==> src/rtl/core_bus_rarb.sv <==
// Read-channel arbiter/sequencer sharing one AXI-style read bus among refill/uncached requesters.
// Optional RARB_ROUND_ROBIN_EN selects round-robin arbitration; default build is fixed priority.
module core_bus_rarb #(
  parameter int unsigned REQ_CNT = 2,
  parameter int unsigned LEN_W   = 8
) (
  input  logic                     clk,
  input  logic                     rst_n,
  input  logic [REQ_CNT-1:0]       req_valid_i,
  input  logic [REQ_CNT*32-1:0]    req_addr_i,
  input  logic [REQ_CNT*LEN_W-1:0] req_len_i,
  input  logic [REQ_CNT*2-1:0]     req_size_i,
  output logic [REQ_CNT-1:0]       req_ready_o,
  output logic [REQ_CNT-1:0]       resp_valid_o,
  output logic                     resp_last_o,
  output logic [31:0]              resp_data_o,
  output logic                     ar_valid_o,
  input  logic                     ar_ready_i,
  output logic [31:0]              ar_addr_o,
  output logic [LEN_W-1:0]         ar_len_o,
  output logic [1:0]               ar_size_o,
  input  logic                     r_valid_i,
  input  logic                     r_last_i,
  input  logic [31:0]              r_data_i,
  output logic                     r_ready_o,
  output logic                     busy_o,
  output logic                     len_err_o
);

  localparam int unsigned GNT_W = (REQ_CNT > 1) ? $clog2(REQ_CNT) : 1;

  typedef enum logic [1:0] {S_IDLE, S_ADDR, S_DATA} state_e;

  typedef struct packed {
    logic [31:0]      addr;
    logic [LEN_W-1:0] len;
    logic [1:0]       size;
  } rd_req_t;

  state_e           state_q, state_d;
  logic [GNT_W-1:0] grant_q, grant_d;
  rd_req_t          req_q, req_d;
  logic [LEN_W-1:0] cnt_q, cnt_d;
  logic             ar_valid_q, ar_valid_d;
  logic             busy_q, busy_d;
  logic [GNT_W-1:0] pick;
  logic [GNT_W-1:0] base;
  rd_req_t          sel_req;
  logic [REQ_CNT-1:0] gnt_oh;

`ifdef RARB_ROUND_ROBIN_EN
  logic [GNT_W-1:0] ptr_q, ptr_d;
`endif

  // (a + k) mod REQ_CNT, with a and k both below REQ_CNT
  function automatic logic [GNT_W-1:0] wrap_inc(input logic [GNT_W-1:0] a, input int unsigned k);
    logic [GNT_W:0] sum;
    sum = {1'b0, a} + (GNT_W+1)'(k);
    if (sum >= (GNT_W+1)'(REQ_CNT)) begin
      sum = sum - (GNT_W+1)'(REQ_CNT);
    end
    return sum[GNT_W-1:0];
  endfunction

  // First valid requester at or above base, wrapping
  function automatic logic [GNT_W-1:0] arb_pick(input logic [REQ_CNT-1:0] v, input logic [GNT_W-1:0] b);
    logic [GNT_W-1:0] cand;
    logic [GNT_W-1:0] res;
    logic             found;
    res   = '0;
    found = 1'b0;
    for (int unsigned i = 0; i < REQ_CNT; i++) begin
      cand = wrap_inc(b, i);
      if (!found && v[cand]) begin
        res   = cand;
        found = 1'b1;
      end
    end
    return res;
  endfunction

`ifdef RARB_ROUND_ROBIN_EN
  assign base = ptr_q;
`else
  assign base = '0;
`endif

  assign pick = arb_pick(req_valid_i, base);

  // Mux the winning requester's fields with constant-index slices
  always_comb begin
    sel_req = '0;
    for (int c = 0; c < REQ_CNT; c++) begin
      if (GNT_W'(c) == pick) begin
        sel_req = {req_addr_i[32*c +: 32], req_len_i[LEN_W*c +: LEN_W], req_size_i[2*c +: 2]};
      end
    end
  end

  always_comb begin
    gnt_oh = '0;
    for (int c = 0; c < REQ_CNT; c++) begin
      gnt_oh[c] = (GNT_W'(c) == grant_q);
    end
  end

  // State and datapath registers
  always_ff @(posedge clk or negedge rst_n) begin
    if (!rst_n) begin
      state_q    <= S_IDLE;
      grant_q    <= '0;
      req_q      <= '0;
      cnt_q      <= '0;
      ar_valid_q <= 1'b0;
      busy_q     <= 1'b0;
`ifdef RARB_ROUND_ROBIN_EN
      ptr_q      <= '0;
`endif
    end else begin
      state_q    <= state_d;
      grant_q    <= grant_d;
      req_q      <= req_d;
      cnt_q      <= cnt_d;
      ar_valid_q <= ar_valid_d;
      busy_q     <= busy_d;
`ifdef RARB_ROUND_ROBIN_EN
      ptr_q      <= ptr_d;
`endif
    end
  end

  // Next-state and register updates
  always_comb begin
    state_d = state_q;
    grant_d = grant_q;
    req_d   = req_q;
    cnt_d   = cnt_q;
`ifdef RARB_ROUND_ROBIN_EN
    ptr_d   = ptr_q;
`endif
    case (state_q)
      S_IDLE: begin
        if (|req_valid_i) begin
          state_d = S_ADDR;
          grant_d = pick;
          req_d   = sel_req;
        end
      end
      S_ADDR: begin
        if (ar_ready_i) begin
          state_d = S_DATA;
          cnt_d   = '0;
        end
      end
      S_DATA: begin
        if (r_valid_i) begin
          cnt_d = cnt_q + LEN_W'(1);
          if (r_last_i) begin
            state_d = S_IDLE;
`ifdef RARB_ROUND_ROBIN_EN
            ptr_d   = wrap_inc(grant_q, 1);
`endif
          end
        end
      end
      default: state_d = S_IDLE;
    endcase
    ar_valid_d = (state_d == S_ADDR);
    busy_d     = (state_d != S_IDLE);
  end

  // Combinational handshake and response routing
  always_comb begin
    req_ready_o  = '0;
    resp_valid_o = '0;
    resp_last_o  = 1'b0;
    resp_data_o  = '0;
    r_ready_o    = 1'b0;
    len_err_o    = 1'b0;
    case (state_q)
      S_ADDR: begin
        if (ar_ready_i) begin
          req_ready_o = gnt_oh;
        end
      end
      S_DATA: begin
        r_ready_o    = 1'b1;
        resp_valid_o = r_valid_i ? gnt_oh : '0;
        resp_data_o  = r_data_i;
        resp_last_o  = r_valid_i && r_last_i;
        len_err_o    = r_valid_i && r_last_i && (cnt_q != req_q.len);
      end
      default: ;
    endcase
  end

  assign ar_valid_o = ar_valid_q;
  assign ar_addr_o  = req_q.addr;
  assign ar_len_o   = req_q.len;
  assign ar_size_o  = req_q.size;
  assign busy_o     = busy_q;

endmodule

==> config.mk <==
export PLATFORM = sky130hd
export DESIGN_NAME = core_bus_rarb
export DESIGN_NICKNAME = d
export VERILOG_FILES = /design/src/rtl/core_bus_rarb.sv
export SDC_FILE = /design/constraint.sdc
export NUM_CORES = 1
export LEC_CHECK = 0
export BUFFER_PORTS_ARGS = -buffer_cell sky130_fd_sc_hd__buf_2
export CAP_MARGIN = 5
export CELL_PAD_IN_SITES_DETAIL_PLACEMENT = 1
export CELL_PAD_IN_SITES_GLOBAL_PLACEMENT = 1
export CORE_MARGIN = 2
export CORE_UTILIZATION = 35
export DETAILED_ROUTE_END_ITERATION = 10
export PLACE_DENSITY_LB_ADDON = 0.1
export RECOVER_POWER = 100
export SLEW_MARGIN = 20
export SYNTH_ARGS = -nofsm -noshare
export SYNTH_HDL_FRONTEND = slang
export SYNTH_SLANG_ARGS = --single-unit
==> constraint.sdc <==
create_clock -name clk -period 2.5 [get_ports clk]
set_input_delay 0.5 -clock clk [delete_from_list [all_inputs] [get_ports clk]]
set_output_delay 0.5 -clock clk [all_outputs]
set_load 0.005 [all_outputs]
==> qor.yml <==
outcome: "complete, no violations"
p_seq_share_pct: 40.7
clock_sinks: 55
routed_wirelength_um: 8890
grt_max_degree: 36
p_leak_nw: 2.20
drt_iter0_drc: 26
synth_area_leaders: "dfrtp_1 41%, mux2_4 36%, and2_1 6.2%, buf_6 3.0%, xor2_1 2.1%"
fin_skew_ns: 0.00312
comb_power_share_pct: 46.4
start_util_pct: 36.1
p_int_mw: 2.48
final_nets: 587
die_h_um: 102
grt_antenna_before_repair: 0
num_io_pins: 206
dp_slack_ns: 0.448
ys.warnings.count: 0
ctsResizeCount: 0
die_x_um: 102
antenna_cells: 0
cp-start-kind: "flip-flop"
cts_tree: "done"
cpPeakStageDelay_ns: 0.43
post_cts.repair.setup_buffers: 0
ant_nets: 0
setup_violations: 0
end_kind: "output pin"
syn_area_per_cell_sq_um: 13.3
cts_buffers: 5
rsz0062_at_grt: "no"
yosys.area.top_type_share_pct: 41.2
dieArea_sq_um: 10300
placed_cell_area_sq_um: 4560
final_cell_area_sq_um: 4410
layout_common_cells: "155 x buf_2, 56 x clkbuf_1, 55 x dfrtp_1"
fmax_ghz: 0.457
final_common_cell: "buf_2"
fin_crit_ns: 2.19
vias: 2730
max_cap_viol_count: 0
fin_crit_sh_pct: 87.6
fin_setup_tns_ns: 0
yosysTopAreaCell: "dfrtp_1"
grt-ovfl-total: 0
drc: 0
switching_share_pct: 35.7
root_buffer: "clkbuf_8"
yosysUniqueCellTypes: 28
wl_per_cell_um: 15.0
holdWs_ns: 0.423
tightestPinTransition_ns: 1.42
synth-seq-cells: 55
synthCells: 251
portBuffers: 205
seq_area_sq_um: 1380
hold_viol: 0
final_cells: 593
worstSkewPairLatency_ns: 0.31
syn-num-nets: 375
gp_congestion: 0.760
clkTransAtPathRegs_ns: 0.10
track_usage_pct: 17.1
ys_seq_area_share_pct: 41.2
fillers: 1100
dp_cells: 585
hold_class: "primary input to flip-flop"
rows: 35
grt_pass1_wl_um: 14000
h-tree-depth: 2
arrival_ns: 1.69
worstSetupPathType: "flip-flop to output pin"
area.growth.synth_to_final_pct: 32.0
power_switching_mw: 1.37
layout-drive-gt1-share_pct: 48.7
multi_input_area_sq_um: 1710
crit_fanout: 35
grt_pass1_vias: 2863
power_frac_clock_pct: 12.9
drt_pass1_iterations: 4
cp_slowest_cell: "dfrtp_1"
dp_hpwl_um: 7200
fin_ws_ns: 0.310
postCtsHoldBufs: 0
viasPerCell: 4.60
slew_headroom_pct: 5.26
required_ns: 2.00
peakVddDrop_v: 0.000280
drv_slew: 0
cts.path.max_buffers: 2
path_cells: "nor2b_1, clkbuf_2, and2_0, buf_2"
syn_area_sq_um: 3340
core_area_sq_um: 9240
p_per_area_nw_per_um2: 874
## metal layers
metal | up-vias | wire [um] | track usage (%)
met3 | 8 | 647 | 3.52
met4 | 0 | 102 | 4.68
li1 | 1300 | - | -
met5 | - | 0 | 0
met2 | 136 | 4410 | 30.1
met1 | 1286 | 3730 | 21.2
## cell usage after synthesis
cell and n:
nand2_1 6, o21a_1 1, inv_1 2, and3_1 2, a21oi_1 7, nand3_1 8, or4_1 2, nor3_1 1
nor2_1 4, mux2_4 80, and2_1 33, nor4_1 2, nand2b_1 1, nor2b_1 2, nand3b_1 2, mux2_2 4
buf_6 9, or3_1 3, ha_1 1, buf_2 2, clkbuf_1 4, o31ai_1 2, nand4_1 1, a21boi_0 1
xor2_1 8, o21ai_0 7, mux2i_1 1, dfrtp_1 55
## cell families after synthesis
kind of cell    after synthesis  synth area share [%]
xor+xnor                      8                  2.10
flops                        55                  41.2
buf+inv                      17                  4.01
simple gates                 67                  11.6
fa+ha+maj                     1                 0.375
mux                          85                  37.6
compound gates               18                  3.00
## cell type report
type / instances / share of cell area, %
clock inverters: 3 / 0.454
inverters: 2 / 0.170
flip-flops and latches: 55 / 31.2
well taps: 129 / 3.66
repair buffers: 220 / 24.0
multi-input cells: 179 / 38.9
clock buffers: 5 / 1.56
## per-stage QoR
step | total power, mW | utilization (%)
floorplan | 2.93 | -
global placement | 3.75 | 49.3
detailed placement | 3.80 | 49.3
CTS | 4.32 | 50.3
global route | 4.17 | 47.7
finish | 3.85 | 47.7
## sequential cells by signal, summed over array words and instances, names as in the netlist
| register | flops |
|---|---|
| state_q | 2 |
| ar_addr_o | 32 |
| ar_size_o | 2 |
| cnt_q | 8 |
| busy_o | 1 |
| ar_len_o | 8 |
| grant_q | 1 |
| ar_valid_o | 1 |
## critical path: cells and delay by family (launching register included)
family                 cells  cell delay [ns]
and+or+nand+nor            2             0.40
DFF                        1             0.43
buffers and inverters      2             0.55
## final timing paths
| kind | slack (ns) | from | cells after the start | endpoint |
|---|---|---|---|---|
| worst max-delay path | 0.31 | state_q[0] | 4 | resp_data_o[25] |
| worst min-delay path | 0.42 | ar_ready_i | 2 | state_q[0] |
| worst max register to register | 0.38 | state_q[0] | 4 | ar_size_o[0] |
| min in group asynchronous | 0.50 | rst_n | 1 | ar_addr_o[21] |
| max in group asynchronous | 0.78 | rst_n | 2 | ar_addr_o[10] |
| worst min register to register | 0.49 | ar_addr_o[21] | 1 | ar_addr_o[21] |
## power groups by stage
stage	clock, mW	combinational [mW]	sequential (mW)
2_1_floorplan	0	1.35	1.58
3_3_place_gp	0	2.17	1.57
3_5_place_dp	0	2.21	1.59
4_1_cts	0.520	2.22	1.58
5_1_grt	0.552	1.99	1.63
6_report	0.497	1.79	1.57
(Power assumes the default switching activity.)
